==> config.mk <==
export PLATFORM = sky130hd
export DESIGN_NAME = decim_clk_ctrl_flat
export DESIGN_NICKNAME = d
export VERILOG_FILES = /design/src/rtl/decim_clk_ctrl_pkg.sv /design/src/rtl/decim_clk_ctrl_if.sv /design/src/rtl/decim_clk_ctrl_level_sync.sv /design/src/rtl/decim_clk_ctrl.sv /design/src/flat_wrapper.sv
export SDC_FILE = /design/constraint.sdc
export NUM_CORES = 1
export LEC_CHECK = 0
export BUFFER_PORTS_ARGS = -buffer_cell sky130_fd_sc_hd__buf_4
export CAP_MARGIN = 30
export CORE_AREA = 5 5 78 80
export CTS_BUF_LIST = sky130_fd_sc_hd__clkbuf_16
export DETAILED_ROUTE_END_ITERATION = 10
export DIE_AREA = 0 0 83 85
export GPL_ROUTABILITY_DRIVEN = 0
export PLACE_DENSITY = 0.79
export SLEW_MARGIN = 5
export SYNTH_ARGS = -nofsm -noshare
export SYNTH_HDL_FRONTEND = slang
export SYNTH_SLANG_ARGS = --single-unit
==> constraint.sdc <==
create_clock -name clk -period 5.6 [get_ports clk]
set_clock_uncertainty 0.1 [all_clocks]
set_input_delay 0 -clock clk [delete_from_list [all_inputs] [get_ports clk]]
set_output_delay 0 -clock clk [all_outputs]
set_load 0.02 [all_outputs]
==> src/rtl/decim_clk_ctrl_pkg.sv <==
// Shared types for the decimator clock bring-up controller and its register-file mapping.
package decim_ctrl_pkg;

  typedef enum logic [2:0] {
    ST_IDLE      = 3'd0,
    ST_RESET     = 3'd1,
    ST_WAIT_LOCK = 3'd2,
    ST_FLUSH     = 3'd3,
    ST_RUN       = 3'd4,
    ST_FAIL      = 3'd5
  } decim_ctrl_state_t;

  typedef struct packed {
    decim_ctrl_state_t state;
    logic              err;
    logic [15:0]       lock_lost_cnt;
  } DECIM_CTRL_STATUS;

  function automatic logic [15:0] sat_inc16(input logic [15:0] v);
    return (v == 16'hFFFF) ? v : v + 16'd1;
  endfunction

endpackage

==> src/rtl/decim_clk_ctrl_if.sv <==
// Control/status bundle between the MMCM bring-up sequencer and its host logic.
interface decim_clk_ctrl_if;
  import decim_ctrl_pkg::*;

  logic              start;
  logic              stop;
  logic              mmcm_locked;
  logic              bypass_req;
  logic              mmcm_reset;
  logic              dp_enable;
  logic              bypass;
  decim_ctrl_state_t state;
  logic              err;
  logic [15:0]       lock_lost_cnt;

  modport master (
    output start, stop, mmcm_locked, bypass_req,
    input  mmcm_reset, dp_enable, bypass, state, err, lock_lost_cnt
  );

  modport slave (
    input  start, stop, mmcm_locked, bypass_req,
    output mmcm_reset, dp_enable, bypass, state, err, lock_lost_cnt
  );

endinterface

==> src/rtl/decim_clk_ctrl_level_sync.sv <==
// Multi-flop level synchronizer for a slowly changing asynchronous input.
module level_sync #(
  parameter int STAGES = 2
) (
  input  logic clk,
  input  logic rst_n,
  input  logic d_i,
  output logic q_o
);

  logic [STAGES-1:0] sync_q;

  always_ff @(posedge clk or negedge rst_n) begin
    if (!rst_n) sync_q <= '0;
    else        sync_q <= {sync_q[STAGES-2:0], d_i};
  end

  assign q_o = sync_q[STAGES-1];

endmodule

==> src/rtl/decim_clk_ctrl.sv <==
// MMCM bring-up sequencer: resets the MMCM, waits for lock with retries, flushes
// the decimator and then enables the datapath, restarting on lock loss.
module decim_clk_ctrl
  import decim_ctrl_pkg::*;
#(
  parameter int RST_CYCLES   = 8,
  parameter int LOCK_TIMEOUT = 2097152,
  parameter int FLUSH_CYCLES = 64,
  parameter int MAX_RETRY    = 3
) (
  input logic             clk,
  input logic             rst_n,
  decim_clk_ctrl_if.slave bus
);

  localparam int RW = $clog2(RST_CYCLES) + 1;
  localparam int LW = $clog2(LOCK_TIMEOUT) + 1;
  localparam int FW = $clog2(FLUSH_CYCLES) + 1;
  localparam int YW = $clog2(MAX_RETRY) + 1;

  // Async assert, sync release: everything below resets off rst_int_n.
  logic [1:0] rst_sync_q;
  logic       rst_int_n;

  always_ff @(posedge clk or negedge rst_n) begin
    if (!rst_n) rst_sync_q <= 2'b00;
    else        rst_sync_q <= {rst_sync_q[0], 1'b1};
  end

  assign rst_int_n = rst_sync_q[1];

  logic locked_s;

  level_sync #(.STAGES(2)) u_lock_sync (
    .clk   (clk),
    .rst_n (rst_int_n),
    .d_i   (bus.mmcm_locked),
    .q_o   (locked_s)
  );

  decim_ctrl_state_t state_q, state_d;
  logic [RW-1:0]     rst_cnt_q, rst_cnt_d;
  logic [LW-1:0]     lock_cnt_q, lock_cnt_d;
  logic [FW-1:0]     flush_cnt_q, flush_cnt_d;
  logic [YW-1:0]     retry_q, retry_d;
  logic [15:0]       lost_q, lost_d;
  logic              bypass_q, bypass_d;
  logic              mmcm_reset_q, mmcm_reset_d;
  logic              dp_en_q, dp_en_d;
  logic              err_q, err_d;

  always_comb begin
    state_d     = state_q;
    rst_cnt_d   = '0;
    lock_cnt_d  = '0;
    flush_cnt_d = '0;
    retry_d     = retry_q;
    lost_d      = lost_q;

    case (state_q)
      ST_IDLE: begin
        if (bus.start) begin
          state_d = ST_RESET;
          retry_d = '0;
        end
      end
      ST_RESET: begin
        if (rst_cnt_q == RW'(RST_CYCLES - 1)) state_d = ST_WAIT_LOCK;
        else                                  rst_cnt_d = rst_cnt_q + RW'(1);
      end
      ST_WAIT_LOCK: begin
        if (locked_s) begin
          state_d = ST_FLUSH;
        end else if (lock_cnt_q == LW'(LOCK_TIMEOUT - 1)) begin
          retry_d = retry_q + YW'(1);
          state_d = (retry_d == YW'(MAX_RETRY)) ? ST_FAIL : ST_RESET;
        end else begin
          lock_cnt_d = lock_cnt_q + LW'(1);
        end
      end
      ST_FLUSH: begin
        if (!locked_s) begin
          state_d = ST_RESET;
        end else if (flush_cnt_q == FW'(FLUSH_CYCLES - 1)) begin
          state_d = ST_RUN;
          retry_d = '0;
        end else begin
          flush_cnt_d = flush_cnt_q + FW'(1);
        end
      end
      ST_RUN: begin
        if (!locked_s) begin
          state_d = ST_RESET;
          lost_d  = sat_inc16(lost_q);
        end
      end
      ST_FAIL: begin
        if (bus.start) begin
          state_d = ST_RESET;
          retry_d = '0;
        end
      end
      default: state_d = ST_IDLE;
    endcase

    // stop overrides start and any lock event decided above
    if (bus.stop) begin
      state_d     = ST_IDLE;
      rst_cnt_d   = '0;
      lock_cnt_d  = '0;
      flush_cnt_d = '0;
      retry_d     = retry_q;
      lost_d      = lost_q;
    end
  end

  // Outputs are registered from the next state so they change together with state.
  always_comb begin
    bypass_d = bypass_q;
    if ((state_q == ST_IDLE) || (state_q == ST_FAIL) ||
        ((state_d == ST_FLUSH) && (state_q != ST_FLUSH)))
      bypass_d = bus.bypass_req;
    mmcm_reset_d = (state_d == ST_IDLE) || (state_d == ST_RESET) || (state_d == ST_FAIL);
    dp_en_d      = (state_d == ST_RUN);
    err_d        = (state_d == ST_FAIL);
  end

  always_ff @(posedge clk or negedge rst_int_n) begin
    if (!rst_int_n) begin
      state_q      <= ST_IDLE;
      rst_cnt_q    <= '0;
      lock_cnt_q   <= '0;
      flush_cnt_q  <= '0;
      retry_q      <= '0;
      lost_q       <= '0;
      bypass_q     <= 1'b0;
      mmcm_reset_q <= 1'b1;
      dp_en_q      <= 1'b0;
      err_q        <= 1'b0;
    end else begin
      state_q      <= state_d;
      rst_cnt_q    <= rst_cnt_d;
      lock_cnt_q   <= lock_cnt_d;
      flush_cnt_q  <= flush_cnt_d;
      retry_q      <= retry_d;
      lost_q       <= lost_d;
      bypass_q     <= bypass_d;
      mmcm_reset_q <= mmcm_reset_d;
      dp_en_q      <= dp_en_d;
      err_q        <= err_d;
    end
  end

  DECIM_CTRL_STATUS status;
  assign status = '{state: state_q, err: err_q, lock_lost_cnt: lost_q};

  assign bus.state         = status.state;
  assign bus.err           = status.err;
  assign bus.lock_lost_cnt = status.lock_lost_cnt;
  assign bus.mmcm_reset    = mmcm_reset_q;
  assign bus.dp_enable     = dp_en_q;
  assign bus.bypass        = bypass_q;

endmodule

==> src/flat_wrapper.sv <==
// flat-port wrapper written by rule: the top's interface ports become plain ports
module decim_clk_ctrl_flat import decim_ctrl_pkg::*;
#(
  parameter int RST_CYCLES   = 8,
  parameter int LOCK_TIMEOUT = 2097152,
  parameter int FLUSH_CYCLES = 64,
  parameter int MAX_RETRY    = 3
)
  (clk, rst_n, bus_start, bus_stop, bus_mmcm_locked, bus_bypass_req, bus_mmcm_reset, bus_dp_enable, bus_bypass, bus_state, bus_err, bus_lock_lost_cnt);
  decim_clk_ctrl_if bus_i ();
  input logic clk;
  input logic rst_n;
  input wire logic [$bits(bus_i.start)-1:0] bus_start;
  input wire logic [$bits(bus_i.stop)-1:0] bus_stop;
  input wire logic [$bits(bus_i.mmcm_locked)-1:0] bus_mmcm_locked;
  input wire logic [$bits(bus_i.bypass_req)-1:0] bus_bypass_req;
  output wire logic [$bits(bus_i.mmcm_reset)-1:0] bus_mmcm_reset;
  output wire logic [$bits(bus_i.dp_enable)-1:0] bus_dp_enable;
  output wire logic [$bits(bus_i.bypass)-1:0] bus_bypass;
  output wire logic [$bits(bus_i.state)-1:0] bus_state;
  output wire logic [$bits(bus_i.err)-1:0] bus_err;
  output wire logic [$bits(bus_i.lock_lost_cnt)-1:0] bus_lock_lost_cnt;
  assign bus_i.start = bus_start;
  assign bus_i.stop = bus_stop;
  assign bus_i.mmcm_locked = bus_mmcm_locked;
  assign bus_i.bypass_req = bus_bypass_req;
  assign bus_mmcm_reset = bus_i.mmcm_reset;
  assign bus_dp_enable = bus_i.dp_enable;
  assign bus_bypass = bus_i.bypass;
  assign bus_state = bus_i.state;
  assign bus_err = bus_i.err;
  assign bus_lock_lost_cnt = bus_i.lock_lost_cnt;
  decim_clk_ctrl #(.RST_CYCLES(RST_CYCLES), .LOCK_TIMEOUT(LOCK_TIMEOUT), .FLUSH_CYCLES(FLUSH_CYCLES), .MAX_RETRY(MAX_RETRY)) u_core (.clk(clk), .rst_n(rst_n), .bus(bus_i));
endmodule
==> results of run 1 <==
-- path summary, 6_finish.rpt --
kind                       cells past startpoint  slack [ns]                      endpoint                         start
max in group asynchronous                      1        4.59          u_core.lock_cnt_q[5]          u_core.rst_sync_q[1]
max reg2reg                                    6        3.29          u_core.lock_cnt_q[4]          u_core.lock_cnt_q[0]
min                                            5        0.08                u_core.bus.err                     bus_start
min reg2reg                                    0        0.25  u_core.u_lock_sync.sync_q[1]  u_core.u_lock_sync.sync_q[0]
max                                            6        3.29          u_core.lock_cnt_q[4]          u_core.lock_cnt_q[0]
min in group asynchronous                      1        0.33   u_core.bus.lock_lost_cnt[3]          u_core.rst_sync_q[1]
-- power breakdown --
group,switching (mW),leakage [nW],internal (mW)
clock network,0.190,0.159,0.382
logic,0.0239,0.669,0.0166
registers,0.00636,0.862,0.462
total,0.220,1.69,0.861
-- sequential cells by signal, summed over array words and instances, names as in the netlist --
signal,flops
u_core.bus.lock_lost_cnt,16
u_core.rst_cnt_q,4
u_core.rst_sync_q,2
u_core.bus.err,1
u_core.u_lock_sync.sync_q,2
u_core.flush_cnt_q,7
u_core.bus.state,3
u_core.bus.mmcm_reset,1
u_core.bus.bypass,1
u_core.bus.dp_enable,1
u_core.retry_q,3
u_core.lock_cnt_q,22
-- layout make-up --
| type | count | share of cell area |
|---|---|---|
| timing repair buffer | 35 | 0.07487 |
| tap | 72 | 0.02428 |
| inverter | 10 | 0.01012 |
| multi-input combinational | 211 | 0.3825 |
| sequential | 63 | 0.4256 |
| clock buffer | 9 | 0.06071 |
| clock inverter | 7 | 0.02192 |
-- timing repair --
item | in CTS | in global routing
hold endpoints to repair | 11 | 0
hold buffers | 6 | 0
gates resized for setup | 0 | 0
-- routing by layer --
metal | share of wire | vias to the layer above
met2 | 0.47 | 29
met5 | 0 | -
met1 | 0.49 | 1079
met3 | 0.024 | 9
met4 | 0.017 | 0
li1 | - | 1095
-- synthesized netlist by cell type (2+ instances only) --
library cell / instances / share of area
a31oi_1: 2 / 0.0041
o21a_1: 2 / 0.0049
and2_1: 2 / 0.0041
and3_1: 8 / 0.016
nand2_1: 17 / 0.021
nand4_1: 14 / 0.028
nor2_1: 43 / 0.052
a21oi_1: 3 / 0.0049
and4_4: 2 / 0.0073
o21ai_0: 4 / 0.0065
o31ai_1: 3 / 0.0073
xnor2_1: 17 / 0.048
and4_1: 2 / 0.0057
and4b_1: 2 / 0.0065
mux2_2: 2 / 0.0073
ha_1: 6 / 0.024
nor3_1: 2 / 0.0032
nand3_1: 19 / 0.031
xor2_1: 26 / 0.074
nor4_1: 7 / 0.014
buf_2: 4 / 0.0065
a21o_1: 2 / 0.0049
o2bb2ai_1: 2 / 0.0057
inv_1: 10 / 0.012
dfrtp_1: 62 / 0.50
nand2b_1: 4 / 0.0081
buf_4: 2 / 0.0049
nand3b_1: 2 / 0.0049
-- critical path: cells and delay by family, from the launching register on --
family / cells / cell delay, ns
simple gates: 5 / 1.40
fa+ha+maj: 1 / 0.28
flops: 1 / 0.43
-- per-stage QoR --
stage | std cells | total power, mW
after floorplan | 291 | 0.4998
after global placement | 385 | 0.5121
after detailed placement | 385 | 0.5128
after CTS | 407 | 1.090
after global routing | 407 | 1.121
final | 407 | 1.081
-- cells in the final DEF, fill, tap and decap left out, types with 3 or more instances in the layout --
| master | netlist | routed |
|---|---|---|
| nand2b_1 | 4 | 4 |
| o31ai_1 | 3 | 3 |
| nor4_1 | 7 | 7 |
| nand3_1 | 19 | 19 |
| xnor2_1 | 17 | 17 |
| nand2_1 | 17 | 17 |
| dfrtp_1 | 62 | 61 |
| and3_1 | 8 | 8 |
| nand4_1 | 14 | 14 |
| inv_1 | 10 | 12 |
| dlygate4sd3_1 | 0 | 6 |
| ha_1 | 6 | 6 |
| buf_4 | 2 | 29 |
| xor2_1 | 26 | 26 |
| clkbuf_16 | 0 | 9 |
| a21oi_1 | 3 | 3 |
| nor2_1 | 43 | 43 |
| o21ai_0 | 4 | 4 |
-- logic make-up after synthesis --
| group | synth area share |
|---|---|
| adder cells (fa/ha/maj) | 0.02437 |
| other | 0.001217 |
| AND/OR/NAND/NOR | 0.2348 |
| multiplexers | 0.01056 |
| flip-flops | 0.5122 |
| buffers and inverters | 0.02721 |
| AO/OA/AOI/OAI | 0.06743 |
| XOR/XNOR | 0.1223 |
==> qor.yml, run 1 <==
grt:
  top_usage_layer: "met2"
  grt_use_met1: 0.2560
  grtUsageMet2: 0.2937
  grt_antenna_before_repair: 0
  grt_max_degree: 60
  grt_pass1_vias: 2192
  track_usage: 0.1901
  grt_first_pass_wirelength_um: 10800
  gr-total-overflow: 0
  use_met3: 0.04272
cells_and_area:
  regArea_um2: 1579
  nNetsFinal: 342
  finalCoreUtilization: 0.6950
  synthToLayoutAreaGrowth_pct: 20.43
  drive_gt1_frac: 0.1731
  antennaDiodeCount: 0
  fin_area_um2: 3710
  multi_input_area_um2: 1419
  fill_cells: 430
power_and_ir_drop:
  power.density_nw_per_um2: 291.4
  ir_worst_vdd_uv: 208.2
  power.leakage_nw: 1.690
yosys:
  syn_nets: 303
  syn_inst: 291
  yosysUniqueCellTypes: 48
  syn_area_per_cell_um2: 10.59
  synthArstFlopShare: 1.000
  syn_area_um2: 3080
  yosys_warnings: 0
  synth-edff-count: 0
  synth_ff_type: "dfrtp_1"
  synth-seq-cells: 63
  ys_seq_area_frac: 0.5122
detailed_routing:
  ant_nets: 0
  drc: 0
  drt_iter0_drc: 134
  finalWirelength_um: 6056
  drtPass1Iterations: 4
  vias: 2212
  wl_per_cell_um: 14.88
  avgViaCountPerCell: 5.435
worst_setup_path:
  path_class: "reg2reg"
  slowest_stage: "nand3_1"
  endpoint_kind: "register"
  cp-start-kind: "register"
  worst_ep_arrival_time_ns: 2.44
  max_stage_delay_ns: 0.59
  worstPathCellList: "ha_1 -> and4b_1 -> and4bb_2 -> nand2_1 -> nand3_1 -> nor2_1"
  cp.required_ns: 5.73
  crit_path_max_fanout: 22
placed_design:
  post-dp-hpwl_um: 3960
  dp_slack_ns: 3.301
  place_area_um2: 3343
  port_buffers: 28
cts:
  clockRootBuffer: "clkbuf_16"
  cts_tree: "done"
  cts_setup_buffers: 0
  cts_buffers: 9
  numClockSinks: 63
  worstSkewPairLatency_ns: 0.33
  htreeDepth: 3
  clk_pin_slew_worst_paths_ns: 0.05
  clock_path_buffers: 2
die:
  die_y_um: 85
  initial_core_util: 0.5771
  coreArea_um2: 5338
  die_x_um: 83
  rows: 27
  die-area_um2: 7055
  io_pins: 29
hold_path:
  min_path_type: "in2reg"
timing:
  rsz0062_at_grt: "false"
  whs_ns: 0.08037
  fin_ws_ns: 3.290
  finalHoldViolCount: 0
  max_freq_mhz: 432.9
  period_minus_slack_ns: 2.310
  period_share: 0.4125
  setup_tns_ns: 0
  finalSetupViolCount: 0
  relSlewSlack: 0.4436
  final-max-slew-violation-count: 0
  tightest_slew_ns: 0.8322
status:
  status: "finished, final reports clean"
run:
  cap_violations: 0
Note: power is estimated with default switching activity, not from simulation.
==> inputs of run 2 (changes only) <==
--- a/config.mk
+++ b/config.mk
@@ -7,12 +7,12 @@
 export LEC_CHECK = 0
 export BUFFER_PORTS_ARGS = -buffer_cell sky130_fd_sc_hd__buf_4
 export CAP_MARGIN = 30
-export CORE_AREA = 5 5 78 80
+export CORE_AREA = 5 5 79 81
 export CTS_BUF_LIST = sky130_fd_sc_hd__clkbuf_16
 export DETAILED_ROUTE_END_ITERATION = 10
-export DIE_AREA = 0 0 83 85
+export DIE_AREA = 0 0 84 86
 export GPL_ROUTABILITY_DRIVEN = 0
-export PLACE_DENSITY = 0.79
+export PLACE_DENSITY = 0.77
 export SLEW_MARGIN = 5
 export SYNTH_ARGS = -nofsm -noshare
 export SYNTH_HDL_FRONTEND = slang
==> constraint.sdc (replaced) <==
create_clock -name clk -period 2.31 [get_ports clk]
set_clock_uncertainty 0.1 [all_clocks]
set_input_delay 0 -clock clk [delete_from_list [all_inputs] [get_ports clk]]
set_output_delay 0 -clock clk [all_outputs]
set_load 0.02 [all_outputs]
==> run 2 against run 1 <==
Compared with the run above: critical path depth did not move; combinational power rose to 2.6 times the previous value; clock power rose by 140%; power rose by 140%; worst setup slack got worse by 3.0 ns; worst hold slack improved by 0.012 ns; global-route usage fell by 0.58 points; cell area rose by 1.2%; die area rose by 2.4%; highest routed layer unchanged.
==> qor.yml, run 2 (synthesis gave the netlist of run 1 again) <==
cells_and_area:
  final_common_cell: "dfrtp_1"
  final_cell_mix: "61 x dfrtp_1, 43 x nor2_1, 34 x buf_4"
  drive_gt1_frac: 0.1853
  top_register: "u_core.lock_cnt_q"
  synthToLayoutAreaGrowth_pct: 21.93
  largest_reg_flops: 22
  antennaDiodeCount: 0
  nNetsFinal: 347
timing:
  finalHoldViolCount: 0
  whs_ns: 0.09270
  setup_tns_ns: 0
  rsz0062_at_grt: "false"
  finalSetupViolCount: 0
  tightest_slew_ns: 0.5465
  relSlewSlack: 0.6326
  period_share: 0.8695
  max_freq_mhz: 497.9
  final-max-slew-violation-count: 0
  period_minus_slack_ns: 2.009
detailed_routing:
  wl_per_cell_um: 14.93
  finalWirelength_um: 6151
  drt_iter0_drc: 71
  met2_length_um: 3045
  drtPass1Iterations: 5
  drc: 0
  avgViaCountPerCell: 5.536
  dr.max_layer_used: "met4"
  wl_met3_um: 224
  vias: 2281
  ant_nets: 0
  wl_met1_um: 2823
cts:
  clock_path_buffers: 2
  htreeDepth: 3
  cts_buffers: 9
  postCtsHoldBufs: 5
  cts_tree: "done"
  cts_setup_buffers: 0
  worstSkewPairLatency_ns: 0.32
  numClockSinks: 63
  clockRootBuffer: "clkbuf_16"
  ctsResizeCount: 0
  clk_pin_slew_worst_paths_ns: 0.05
worst_setup_path:
  worst_ep_arrival_time_ns: 2.13
  cp.required_ns: 2.43
  path_class: "reg2reg"
  r2r-start: "u_core.lock_cnt_q[0]"
  endpoint_kind: "register"
  cp-start-kind: "register"
  crit_path_max_fanout: 6
  startpoint: "u_core.lock_cnt_q[0]"
run:
  cap_violations: 0
power_and_ir_drop:
  power.leakage_nw: 1.718
  seqPwrFrac: 0.434
  power_frac_comb: 0.039
  ir_worst_vdd_uv: 462.3
  power.density_nw_per_um2: 699.1
  internal_power_mw: 2.091
  switching_share: 0.2038
  clkPwrFrac: 0.526
  p_sw_mw: 0.5351
grt:
  grt_max_degree: 30
  grt_pass1_vias: 2264
  grt_first_pass_wirelength_um: 10580
  gr-total-overflow: 0
  track_usage: 0.1843
  grt_antenna_before_repair: 0
die:
  coreArea_um2: 5405
  io_pins: 29
  die_x_um: 84
  rows: 27
  die_y_um: 86
  die-area_um2: 7224
  initial_core_util: 0.5699
hold_path:
  min_path_type: "reg2async"
placed_design:
  port_buffers: 28
  post-dp-hpwl_um: 4101
status:
  status: "finished, final reports clean"
run 2: changes by cell type in the layout (fill, tap and decap cells not counted):
cell and change:
clkinv_2 -1, dlygate4sd3_1 -1, buf_12 +1, clkinv_1 +1, buf_4 +5
run 2: final timing paths:
kind                                              end  slack [ns]  depth (start not counted)
worst max-delay path                u_core.retry_q[1]        0.30                          6
worst min-delay path            u_core.lock_cnt_q[12]        0.09                          0
worst max register to register      u_core.retry_q[1]        0.30                          6
worst min register to register  u_core.lock_cnt_q[12]        0.09                          0
max in group asynchronous       u_core.lock_cnt_q[16]        1.45                          1
min in group clk                       u_core.bus.err        0.13                          5
run 2: routing by layer:
| metal | up-vias | GRT usage |
|---|---|---|
| met1 | 1130 | 0.2409 |
| met5 | - | 0 |
| li1 | 1098 | - |
| met2 | 47 | 0.2965 |
| met4 | 0 | 0.06871 |
| met3 | 6 | 0.04899 |
run 2: layout make-up:
type                            count  area [um2]
Clock buffer                        9       225.2
Timing Repair Buffer               40       325.3
Inverter                           10       37.54
Multi-Input combinational cell    211        1419
Sequential cell                    63        1579
Fill cell                         400        1649
Tap cell                           72       90.09
Clock inverter                      7       80.08
run 2: worst max-delay path, cell delays in order, from the launching register on:
cell and delay (ns):
dfrtp_1 0.42, ha_1 0.29, and3_1 0.23, and3_1 0.26, a31oi_4 0.12, or2_4 0.29
o31ai_1 0.20
run 2: power by group through the flow:
stage	Clock [mW]	Sequential, mW	Combinational (mW)
after floorplan	0	1.17	0.0467
after global placement	0	1.16	0.0949
after detailed placement	0	1.16	0.0954
after CTS	1.40	1.14	0.104
after global routing	1.47	1.14	0.115
final	1.38	1.14	0.104
run 2: stage by stage:
| stage | utilization | setup slack (ns) | std cells | total power [mW] | instance area (um2) |
|---|---|---|---|---|---|
| 2_1_floorplan | - | 0.3277 | 291 | 1.212 | 3080 |
| 3_3_place_gp | 0.6292 | 0.3631 | 391 | 1.253 | 3401 |
| 3_5_place_dp | 0.6292 | 0.3033 | 391 | 1.253 | 3401 |
| 4_1_cts | 0.6949 | 0.3233 | 412 | 2.643 | 3756 |
| 5_1_grt | 0.6949 | 0.1320 | 412 | 2.722 | 3756 |
| 6_report | 0.6949 | 0.3014 | 412 | 2.626 | 3756 |
